===== src/rtl/id_stage.sv =====
// Instruction-decode stage: decodes a MIPS-subset instruction, selects operands and registers the ID/EX fields.
// Build option ID_FWD_EN enables operand forwarding; without it, any pending write to a read register stalls.
module id_stage #(
  parameter int DATA_W = 32,
  parameter int FWD_N  = 2
) (
  input  logic                    clk,
  input  logic                    rst,
  input  logic [31:0]             pc_i,
  input  logic [31:0]             inst_i,
  input  logic                    inst_valid_i,
  input  logic [DATA_W-1:0]       reg1_data_i,
  input  logic [DATA_W-1:0]       reg2_data_i,
  output logic [4:0]              reg1_addr_o,
  output logic [4:0]              reg2_addr_o,
  output logic                    reg1_read_o,
  output logic                    reg2_read_o,
  input  logic [FWD_N-1:0]        fwd_wreg_i,
  input  logic [5*FWD_N-1:0]      fwd_wd_i,
  input  logic [DATA_W*FWD_N-1:0] fwd_wdata_i,
  input  logic                    ex_is_load_i,
  input  logic                    stall_i,
  input  logic                    flush_i,
  output logic                    stallreq_o,
  output logic                    ex_valid_o,
  output logic [7:0]              ex_aluop_o,
  output logic [DATA_W-1:0]       ex_reg1_o,
  output logic [DATA_W-1:0]       ex_reg2_o,
  output logic                    ex_wreg_o,
  output logic [4:0]              ex_wd_o,
  output logic [31:0]             ex_pc_o
);

  localparam logic [5:0] OP_SPECIAL = 6'h00;
  localparam logic [5:0] OP_ANDI    = 6'h0C;
  localparam logic [5:0] OP_ORI     = 6'h0D;
  localparam logic [5:0] OP_XORI    = 6'h0E;
  localparam logic [5:0] OP_LUI     = 6'h0F;

  localparam logic [5:0] FN_SLL  = 6'h00;
  localparam logic [5:0] FN_SRL  = 6'h02;
  localparam logic [5:0] FN_SRA  = 6'h03;
  localparam logic [5:0] FN_SLLV = 6'h04;
  localparam logic [5:0] FN_SRLV = 6'h06;
  localparam logic [5:0] FN_SRAV = 6'h07;
  localparam logic [5:0] FN_MOVZ = 6'h0A;
  localparam logic [5:0] FN_MOVN = 6'h0B;
  localparam logic [5:0] FN_MFHI = 6'h10;
  localparam logic [5:0] FN_MTHI = 6'h11;
  localparam logic [5:0] FN_MFLO = 6'h12;
  localparam logic [5:0] FN_MTLO = 6'h13;
  localparam logic [5:0] FN_AND  = 6'h24;
  localparam logic [5:0] FN_OR   = 6'h25;
  localparam logic [5:0] FN_XOR  = 6'h26;
  localparam logic [5:0] FN_NOR  = 6'h27;

  localparam logic [7:0] AOP_OR  = 8'h25;
  localparam logic [7:0] AOP_NOP = 8'h7C;

  logic [5:0]        op_s, fn_s;
  logic [4:0]        rs_s, rt_s, rd_s, sa_s;
  logic [15:0]       imm16_s;
  logic [7:0]        aluop_s;
  logic              wreg_s, re1_s, re2_s;
  logic [4:0]        wd_s;
  logic [DATA_W-1:0] imm_s, op1_s, op2_s;
  logic              hazard_s, stallreq_s;

  logic              valid_d, valid_q, wreg_d, wreg_q;
  logic [7:0]        aluop_d, aluop_q;
  logic [DATA_W-1:0] reg1_d, reg1_q, reg2_d, reg2_q;
  logic [4:0]        wd_d, wd_q;
  logic [31:0]       pc_d, pc_q;

  assign op_s    = inst_i[31:26];
  assign rs_s    = inst_i[25:21];
  assign rt_s    = inst_i[20:16];
  assign rd_s    = inst_i[15:11];
  assign sa_s    = inst_i[10:6];
  assign fn_s    = inst_i[5:0];
  assign imm16_s = inst_i[15:0];

  always_comb begin
    aluop_s = AOP_NOP;
    wreg_s  = 1'b0;
    wd_s    = 5'd0;
    re1_s   = 1'b0;
    re2_s   = 1'b0;
    imm_s   = {DATA_W{1'b0}};
    case (op_s)
      OP_SPECIAL: begin
        case (fn_s)
          FN_AND, FN_OR, FN_XOR, FN_NOR, FN_SLLV, FN_SRLV, FN_SRAV, FN_MOVZ, FN_MOVN: begin
            aluop_s = {2'b00, fn_s};
            wreg_s  = 1'b1;
            wd_s    = rd_s;
            re1_s   = 1'b1;
            re2_s   = 1'b1;
          end
          FN_SLL, FN_SRL, FN_SRA: begin
            aluop_s = (fn_s == FN_SLL) ? AOP_NOP : {2'b00, fn_s};
            wreg_s  = 1'b1;
            wd_s    = rd_s;
            re2_s   = 1'b1;
            imm_s   = DATA_W'(sa_s);
          end
          FN_MFHI, FN_MFLO: begin
            aluop_s = {2'b00, fn_s};
            wreg_s  = 1'b1;
            wd_s    = rd_s;
          end
          FN_MTHI, FN_MTLO: begin
            aluop_s = {2'b00, fn_s};
            re1_s   = 1'b1;
          end
          default: aluop_s = AOP_NOP;
        endcase
      end
      // andi/ori/xori map onto and/or/xor (0x24..0x26) via the low opcode bits.
      OP_ANDI, OP_ORI, OP_XORI: begin
        aluop_s = {6'b001001, op_s[1:0]};
        wreg_s  = 1'b1;
        wd_s    = rt_s;
        re1_s   = 1'b1;
        imm_s   = DATA_W'(imm16_s);
      end
      OP_LUI: begin
        aluop_s = AOP_OR;
        wreg_s  = 1'b1;
        wd_s    = rt_s;
        imm_s   = DATA_W'({imm16_s, 16'h0000});
      end
      default: aluop_s = AOP_NOP;
    endcase
  end

`ifdef ID_FWD_EN
  logic              fwd1_hit_s, fwd2_hit_s;
  logic [DATA_W-1:0] fwd1_data_s, fwd2_data_s;

  // Scan oldest to youngest so the lowest-index match is the one left standing.
  always_comb begin
    logic m1, m2;
    m1 = 1'b0;
    m2 = 1'b0;
    fwd1_hit_s  = 1'b0;
    fwd2_hit_s  = 1'b0;
    fwd1_data_s = {DATA_W{1'b0}};
    fwd2_data_s = {DATA_W{1'b0}};
    for (int i = FWD_N - 1; i >= 0; i--) begin
      m1 = fwd_wreg_i[i] && (fwd_wd_i[5*i +: 5] == rs_s);
      m2 = fwd_wreg_i[i] && (fwd_wd_i[5*i +: 5] == rt_s);
      fwd1_data_s = m1 ? fwd_wdata_i[DATA_W*i +: DATA_W] : fwd1_data_s;
      fwd2_data_s = m2 ? fwd_wdata_i[DATA_W*i +: DATA_W] : fwd2_data_s;
      fwd1_hit_s  = fwd1_hit_s | m1;
      fwd2_hit_s  = fwd2_hit_s | m2;
    end
  end

  assign hazard_s = ex_is_load_i && fwd_wreg_i[0] && (fwd_wd_i[4:0] != 5'd0) &&
                    ((re1_s && (fwd_wd_i[4:0] == rs_s)) || (re2_s && (fwd_wd_i[4:0] == rt_s)));
`else
  logic unused_fwd_s;

  always_comb begin
    hazard_s = 1'b0;
    for (int i = 0; i < FWD_N; i++) begin
      hazard_s = hazard_s | (fwd_wreg_i[i] &
                 ((re1_s & (rs_s != 5'd0) & (fwd_wd_i[5*i +: 5] == rs_s)) |
                  (re2_s & (rt_s != 5'd0) & (fwd_wd_i[5*i +: 5] == rt_s))));
    end
  end

  assign unused_fwd_s = ex_is_load_i ^ (^fwd_wdata_i);
`endif

  always_comb begin
    if (!re1_s) begin
      op1_s = imm_s;
    end else if (rs_s == 5'd0) begin
      op1_s = {DATA_W{1'b0}};
`ifdef ID_FWD_EN
    end else if (fwd1_hit_s) begin
      op1_s = fwd1_data_s;
`endif
    end else begin
      op1_s = reg1_data_i;
    end
  end

  always_comb begin
    if (!re2_s) begin
      op2_s = imm_s;
    end else if (rt_s == 5'd0) begin
      op2_s = {DATA_W{1'b0}};
`ifdef ID_FWD_EN
    end else if (fwd2_hit_s) begin
      op2_s = fwd2_data_s;
`endif
    end else begin
      op2_s = reg2_data_i;
    end
  end

  assign stallreq_s  = rst && inst_valid_i && hazard_s;
  assign stallreq_o  = stallreq_s;
  assign reg1_addr_o = rs_s;
  assign reg2_addr_o = rt_s;
  assign reg1_read_o = rst && re1_s;
  assign reg2_read_o = rst && re2_s;

  // Flush beats stall, stall beats the load-use bubble; bubbles and flushes clear every field.
  always_comb begin
    valid_d = valid_q;
    aluop_d = aluop_q;
    reg1_d  = reg1_q;
    reg2_d  = reg2_q;
    wreg_d  = wreg_q;
    wd_d    = wd_q;
    pc_d    = pc_q;
    if (flush_i || (!stall_i && stallreq_s)) begin
      valid_d = 1'b0;
      aluop_d = 8'h00;
      reg1_d  = {DATA_W{1'b0}};
      reg2_d  = {DATA_W{1'b0}};
      wreg_d  = 1'b0;
      wd_d    = 5'd0;
      pc_d    = 32'h0000_0000;
    end else if (!stall_i) begin
      valid_d = inst_valid_i;
      aluop_d = aluop_s;
      reg1_d  = op1_s;
      reg2_d  = op2_s;
      wreg_d  = wreg_s && inst_valid_i;
      wd_d    = wd_s;
      pc_d    = pc_i;
    end else begin
      valid_d = valid_q;
    end
  end

  always_ff @(posedge clk or negedge rst) begin
    if (!rst) begin
      valid_q <= 1'b0;
      aluop_q <= 8'h00;
      reg1_q  <= {DATA_W{1'b0}};
      reg2_q  <= {DATA_W{1'b0}};
      wreg_q  <= 1'b0;
      wd_q    <= 5'd0;
      pc_q    <= 32'h0000_0000;
    end else begin
      valid_q <= valid_d;
      aluop_q <= aluop_d;
      reg1_q  <= reg1_d;
      reg2_q  <= reg2_d;
      wreg_q  <= wreg_d;
      wd_q    <= wd_d;
      pc_q    <= pc_d;
    end
  end

  assign ex_valid_o = valid_q;
  assign ex_aluop_o = aluop_q;
  assign ex_reg1_o  = reg1_q;
  assign ex_reg2_o  = reg2_q;
  assign ex_wreg_o  = wreg_q;
  assign ex_wd_o    = wd_q;
  assign ex_pc_o    = pc_q;

endmodule


===== config.mk =====
export PLATFORM = sky130hd
export DESIGN_NAME = id_stage
export DESIGN_NICKNAME = d
export VERILOG_FILES = /design/src/rtl/id_stage.sv
export SDC_FILE = /design/constraint.sdc
export NUM_CORES = 1
export LEC_CHECK = 0
export CAP_MARGIN = 25
export CORE_AREA = 4 4 127 129
export CTS_CLUSTER_SIZE = 40
export DETAILED_ROUTE_END_ITERATION = 6
export DIE_AREA = 0 0 131 133
export HOLD_SLACK_MARGIN = 0.05
export PLACE_DENSITY = 0.77
export SLEW_MARGIN = 10
export SYNTH_ARGS = -nofsm -noshare
export SYNTH_HDL_FRONTEND = slang
export SYNTH_SLANG_ARGS = --single-unit
export TNS_END_PERCENT = 10

===== constraint.sdc =====
create_clock -name clk -period 5.2 [get_ports clk]
set_input_delay 1.04 -clock clk [delete_from_list [all_inputs] [get_ports clk]]
set_output_delay 1.04 -clock clk [all_outputs]
set_load 0.1 [all_outputs]

; ---- Word-level counts from Yosys, hierarchy flattened
; Cells that the tools add are included.
[classes]
reduce_logical = 21
mux = 31
bitwise_logic = 11
n_eq_ne = 24
[ops]
columns = op, n
row1 = 32-bit 2-to-1 mux, 10
row2 = 32-bit one-hot mux with 3 select lines, 1
row3 = "6-bit by 4-bit equality test with 1-bit output, second input constant", 6
row4 = "6-bit by 5-bit equality test with 1-bit output, second input constant", 4
row5 = "6-bit equality test, second input constant", 4
row6 = 8-bit one-hot mux with 3 select lines, 1
row7 = 5-bit equality test, 4
row8 = 5-bit 2-to-1 mux, 4
row9 = "6-bit by 3-bit equality test with 1-bit output, second input constant", 3
row10 = 8-bit 2-to-1 mux, 2
row11 = 7-bit one-hot mux with 2 select lines, 1
row12 = 14-bit OR reduction, 1
row13 = 13-bit OR reduction, 1
row14 = "6-bit by 2-bit equality test with 1-bit output, second input constant", 2
row15 = 6-bit logical NOT, 2
row16 = 12-bit OR reduction, 1
row17 = 11-bit OR reduction, 1
row18 = 5-bit logical NOT, 2
row19 = 5-bit one-hot mux with 2 select lines, 1
row20 = 5-bit nonzero test, 2
row21 = 1-bit bitwise AND, 8
row22 = 1-bit 2-to-1 mux, 8
row23 = 7-bit 2-to-1 mux, 1
row24 = 1-bit logical AND, 6
row25 = other kinds (7), 11
[totals]
wordCells = 94
input_bits = 210
out_inout_bits = 124
register_bits = 111

; ---- Logic depth before layout (Yosys ltp)
[depth]
ltp_word = 13
ltp_mapped = 9
depth_no_buf = 6

; ---- Least setup slack after synthesis
; No wires, ideal clock.
[synth_path]
path_kind = input to output
start = in inst_i[2]
end = out reg2_read_o
arrival_ns = 4.903
required_time_ns = 4.160
path_buffers = 1
stages = 4
setup_slack_ns = -0.743
path_cell_list = buf_2 > mux2_4 > or2_1 > nor4b_1
[synth_via]
elab_chain_cells = 5
elab_cells_between_ends = 16
classes_between = eq/ne (11) / mux (2) / reduce/logical (3)
[synth_lines]
columns = item, line
row1 = "start, declared", 10  ; input logic [31:0] inst_i,
row2 = 6-bit by 2-bit equality test with 1-bit output (tied with other cells), 92  ; case (fn_s)
row3 = 12-bit OR reduction (no source line) (*), n/a
row4 = 1-bit 2-to-1 mux (*), 92
row5 = 1-bit 2-to-1 mux (*), 90  ; case (op_s)
row6 = 1-bit logical AND (*), 210  ; assign reg2_read_o = rst && re2_s;
row7 = "end, declared", 17  ; output logic reg2_read_o,
; Every way passes the cells marked *; elsewhere a longest branch is shown, timed or not.

; ---- Worst setup path in the final report
[layout_path]
start = in inst_i[31]
end = out stallreq_o
[layout_via]
elab_chain_cells = 9
elab_cells_between_ends = 19
classes_between = eq/ne (3) / mux (2) / bitwise (11) / reduce/logical (3)
[layout_lines]
columns = item, line
row1 = 6-bit by 4-bit equality test with 1-bit output, 90
row2 = 3-bit OR reduction, 90
row3 = 1-bit one-hot mux with 2 select lines, 90
row4 = 1-bit bitwise AND (2 in a row), 169  ; ((re1_s & (rs_s != 5'd0) & (fwd_wd_i[5*i +: 5] == rs_s)) |
row5 = 1-bit bitwise OR, 169
row6 = 1-bit bitwise AND, 168  ; hazard_s = hazard_s | (fwd_wreg_i[i] &
row7 = 1-bit bitwise OR (*), 168
row8 = 1-bit logical AND (*), 205  ; assign stallreq_s = rst && inst_valid_i && hazard_s;
row9 = "end, declared", 24  ; output logic stallreq_o,
; Marks and branches as above.

==> flow_summary.json <==
{
  "post_cts_buffers": 0,
  "routabilityCongestion": 0.895,
  "ir_worst_vdd_mv": 0.158,
  "layout-drive-gt1-share_pct": 5.61,
  "path_clk_slew_ns": 0.07,
  "ant_nets": 0,
  "cts_hold_buf": 0,
  "yosysTopAreaCell": "dfrtp_1",
  "wl_per_cell_microns": 19.9,
  "grt_start_max_net_pins": 70,
  "fillCellCount": 1372,
  "grt_pass1_vias": 4896,
  "port_buffers": 267,
  "dr_total_vias": 4931,
  "cp.required_ns": 4.16,
  "synthesis.area_sq_um": 5120,
  "chipWidth_microns": 131,
  "total_power_mw": 2.14,
  "antenna_found_initial": 0,
  "grt_pass1_wl_microns": 28000,
  "syn_inst": 505,
  "seq_area_sq_um": 2750,
  "drv_cap": 0,
  "h-tree-depth": 3,
  "clock_skew_ns": 0,
  "p_leak_nw": 3.39,
  "synthArstFlopShare_pct": 100,
  "r2r-start": "ex_wd_o[1]",
  "num_rows": 45,
  "hold_viol": 0,
  "dp_hpwl_microns": 13700,
  "finish.utilization_pct": 54.6,
  "synthTopCellsByCount": "dfrtp_1, a21oi_1, nand2_1",
  "cts_resized": 0,
  "routed_wl_microns": 18600,
  "slew_viol_final": 0,
  "core_area_sq_um": 15000,
  "grt_usage_pct": 20.7,
  "cts_buffers": 9,
  "nets": 954,
  "period_minus_slack_ns": 4.28,
  "synth-edff-count": 0,
  "path_class": "primary input to primary output",
  "setup_viol": 0,
  "die_area_sq_um": 17400,
  "ios": 334,
  "clock_path_buffers": 2,
  "arrival_ns": 3.24,
  "synthToLayoutAreaGrowth_pct": 60.1,
  "drtPass1Iterations": 5,
  "synth_cell_type_count": 47,
  "endpoint_kind": "primary output",
  "root_buffer": "clkbuf_16",
  "cts_tree": "built",
  "die_h_microns": 133,
  "hold_path_class": "flip-flop to flip-flop",
  "startpoint_type": "primary input",
  "multi_input_area_sq_um": 2130,
  "rsz0062_at_grt": "no",
  "ys_ff_latch": 110,
  "min-delay-start": "ex_reg2_o[9]",
  "rrSetupSlack_ns": 4.26,
  "start_util_pct": 34.1,
  "via_per_inst": 5.26,
  "drc": 0,
  "synth_ff_type": "dfrtp_1",
  "grt-ovfl-total": 0,
  "crit_path_start": "inst_i[31]",
  "cp_max_fo": 12,
  "powerDensity_nw_per_um2": 261,
  "finalCritPeriodShare_pct": 82.2,
  "setup_tns_ns": 0,
  "clkLatencyLatePin_ns": 0.34,
  "n_antenna_cell": 0,
  "yosysSeqAreaShare_pct": 53.7,
  "avgSynthCellArea_sq_um": 10.1,
  "slew_headroom_pct": 27.3,
  "netlist.area_leader.share_pct": 53.7,
  "ys_warn_count": 0,
  "max_freq_mhz": 234,
  "drt-initial-drc-count": 265,
  "synth.most_common_cell": "dfrtp_1",
  "outcome": "finished clean",
  "worstMarginPinSlew_ns": 1.09,
  "cts_sinks": 110,
  "synth.area.top_cells": "dfrtp_1, a22o_1, a21oi_1, nand2_1, a22oi_1",
  "syn-num-nets": 715
}
final cells by class:
cell class | count | share of cell area, %
Clock inverter | 5 | 0.519
Clock buffer | 11 | 2.96
Tap cell | 188 | 2.87
Sequential cell | 110 | 33.6
Timing Repair Buffer | 279 | 34.0
Inverter | 4 | 0.183
Multi-Input combinational cell | 340 | 26.0
through the flow:
stage / worst slack (ns) / cell area (sq um) / hold WS, ns / std cells
6_report: 0.925 / 8200 / 0.479 / 937
5_1_grt: 0.762 / 8200 / 0.504 / 937
4_1_cts: 0.945 / 8200 / 0.486 / 937
3_5_place_dp: 0.947 / 7920 / 0.469 / 921
3_3_place_gp: 0.941 / 7890 / 0.460 / 920
2_1_floorplan: 0.657 / 5130 / 0.744 / 505
logic make-up (layout without fill, tap and decap cells):
group | after synthesis | count (layout) | synth area share (%)
compound gates | 191 | 191 | 25.2
xor+xnor | 20 | 20 | 3.42
buf+inv | 55 | 299 | 5.52
flops | 110 | 110 | 53.7
mux | 1 | 1 | 0.293
other cells | 1 | 1 | 0.0732
simple gates | 127 | 127 | 11.8
sequential cells by signal, summed over array words and instances, names as in the netlist:
name        flops
ex_aluop_o      7
ex_pc_o        32
ex_reg1_o      32
ex_reg2_o      32
ex_valid_o      1
ex_wd_o         5
ex_wreg_o       1
critical path, cell delays in order:
cell and delay (ns):
clkdlybuf4s50_1 0.39, nor2_1 0.19, and3_1 0.48, a21boi_2 0.45, o221ai_1 0.28, nand2_1 0.20
buf_12 0.19
worst paths after layout:
kind / to / depth (start not counted)
setup / recovery: stallreq_o / 7
hold / removal: ex_reg2_o[9] / 2
setup reg to reg: ex_wd_o[1] / 2
hold reg to reg: ex_reg2_o[9] / 2
max in group asynchronous: ex_reg2_o[11] / 2
min in group asynchronous: ex_reg2_o[14] / 2
power breakdown:
group	internal, mW	total (mW)	switching, mW
sequential	0.882	0.897	0.0151
combinational	0.195	0.576	0.381
clock	0.343	0.664	0.321
total	1.42	2.14	0.717
cells in the final DEF (no fill, tap or decap), types with 3 or more instances in the layout:
cell / n
nor3_1: 18
nand3_1: 6
nor2_1: 28
buf_4: 14
xnor2_1: 10
nand2_1: 50
a21oi_1: 62
clkinv_4: 3
or4_1: 3
a222oi_1: 5
xor2_1: 10
a32oi_1: 3
o21ai_0: 25
a22o_1: 44
a22oi_1: 21
and3_1: 3
clkbuf_16: 9
a21o_1: 16
dfrtp_1: 110
clkdlybuf4s50_1: 263
inv_1: 4
nand4_1: 3
metal layers:
layer	track usage, %	up-vias	part of all wire (%)
li1	-	2307	-
met1	27.0	2387	42
met2	33.0	220	47
met3	7.47	17	10
met4	4.74	0	1.2
met5	0	-	0
Power figures use the tool's default switching activity.
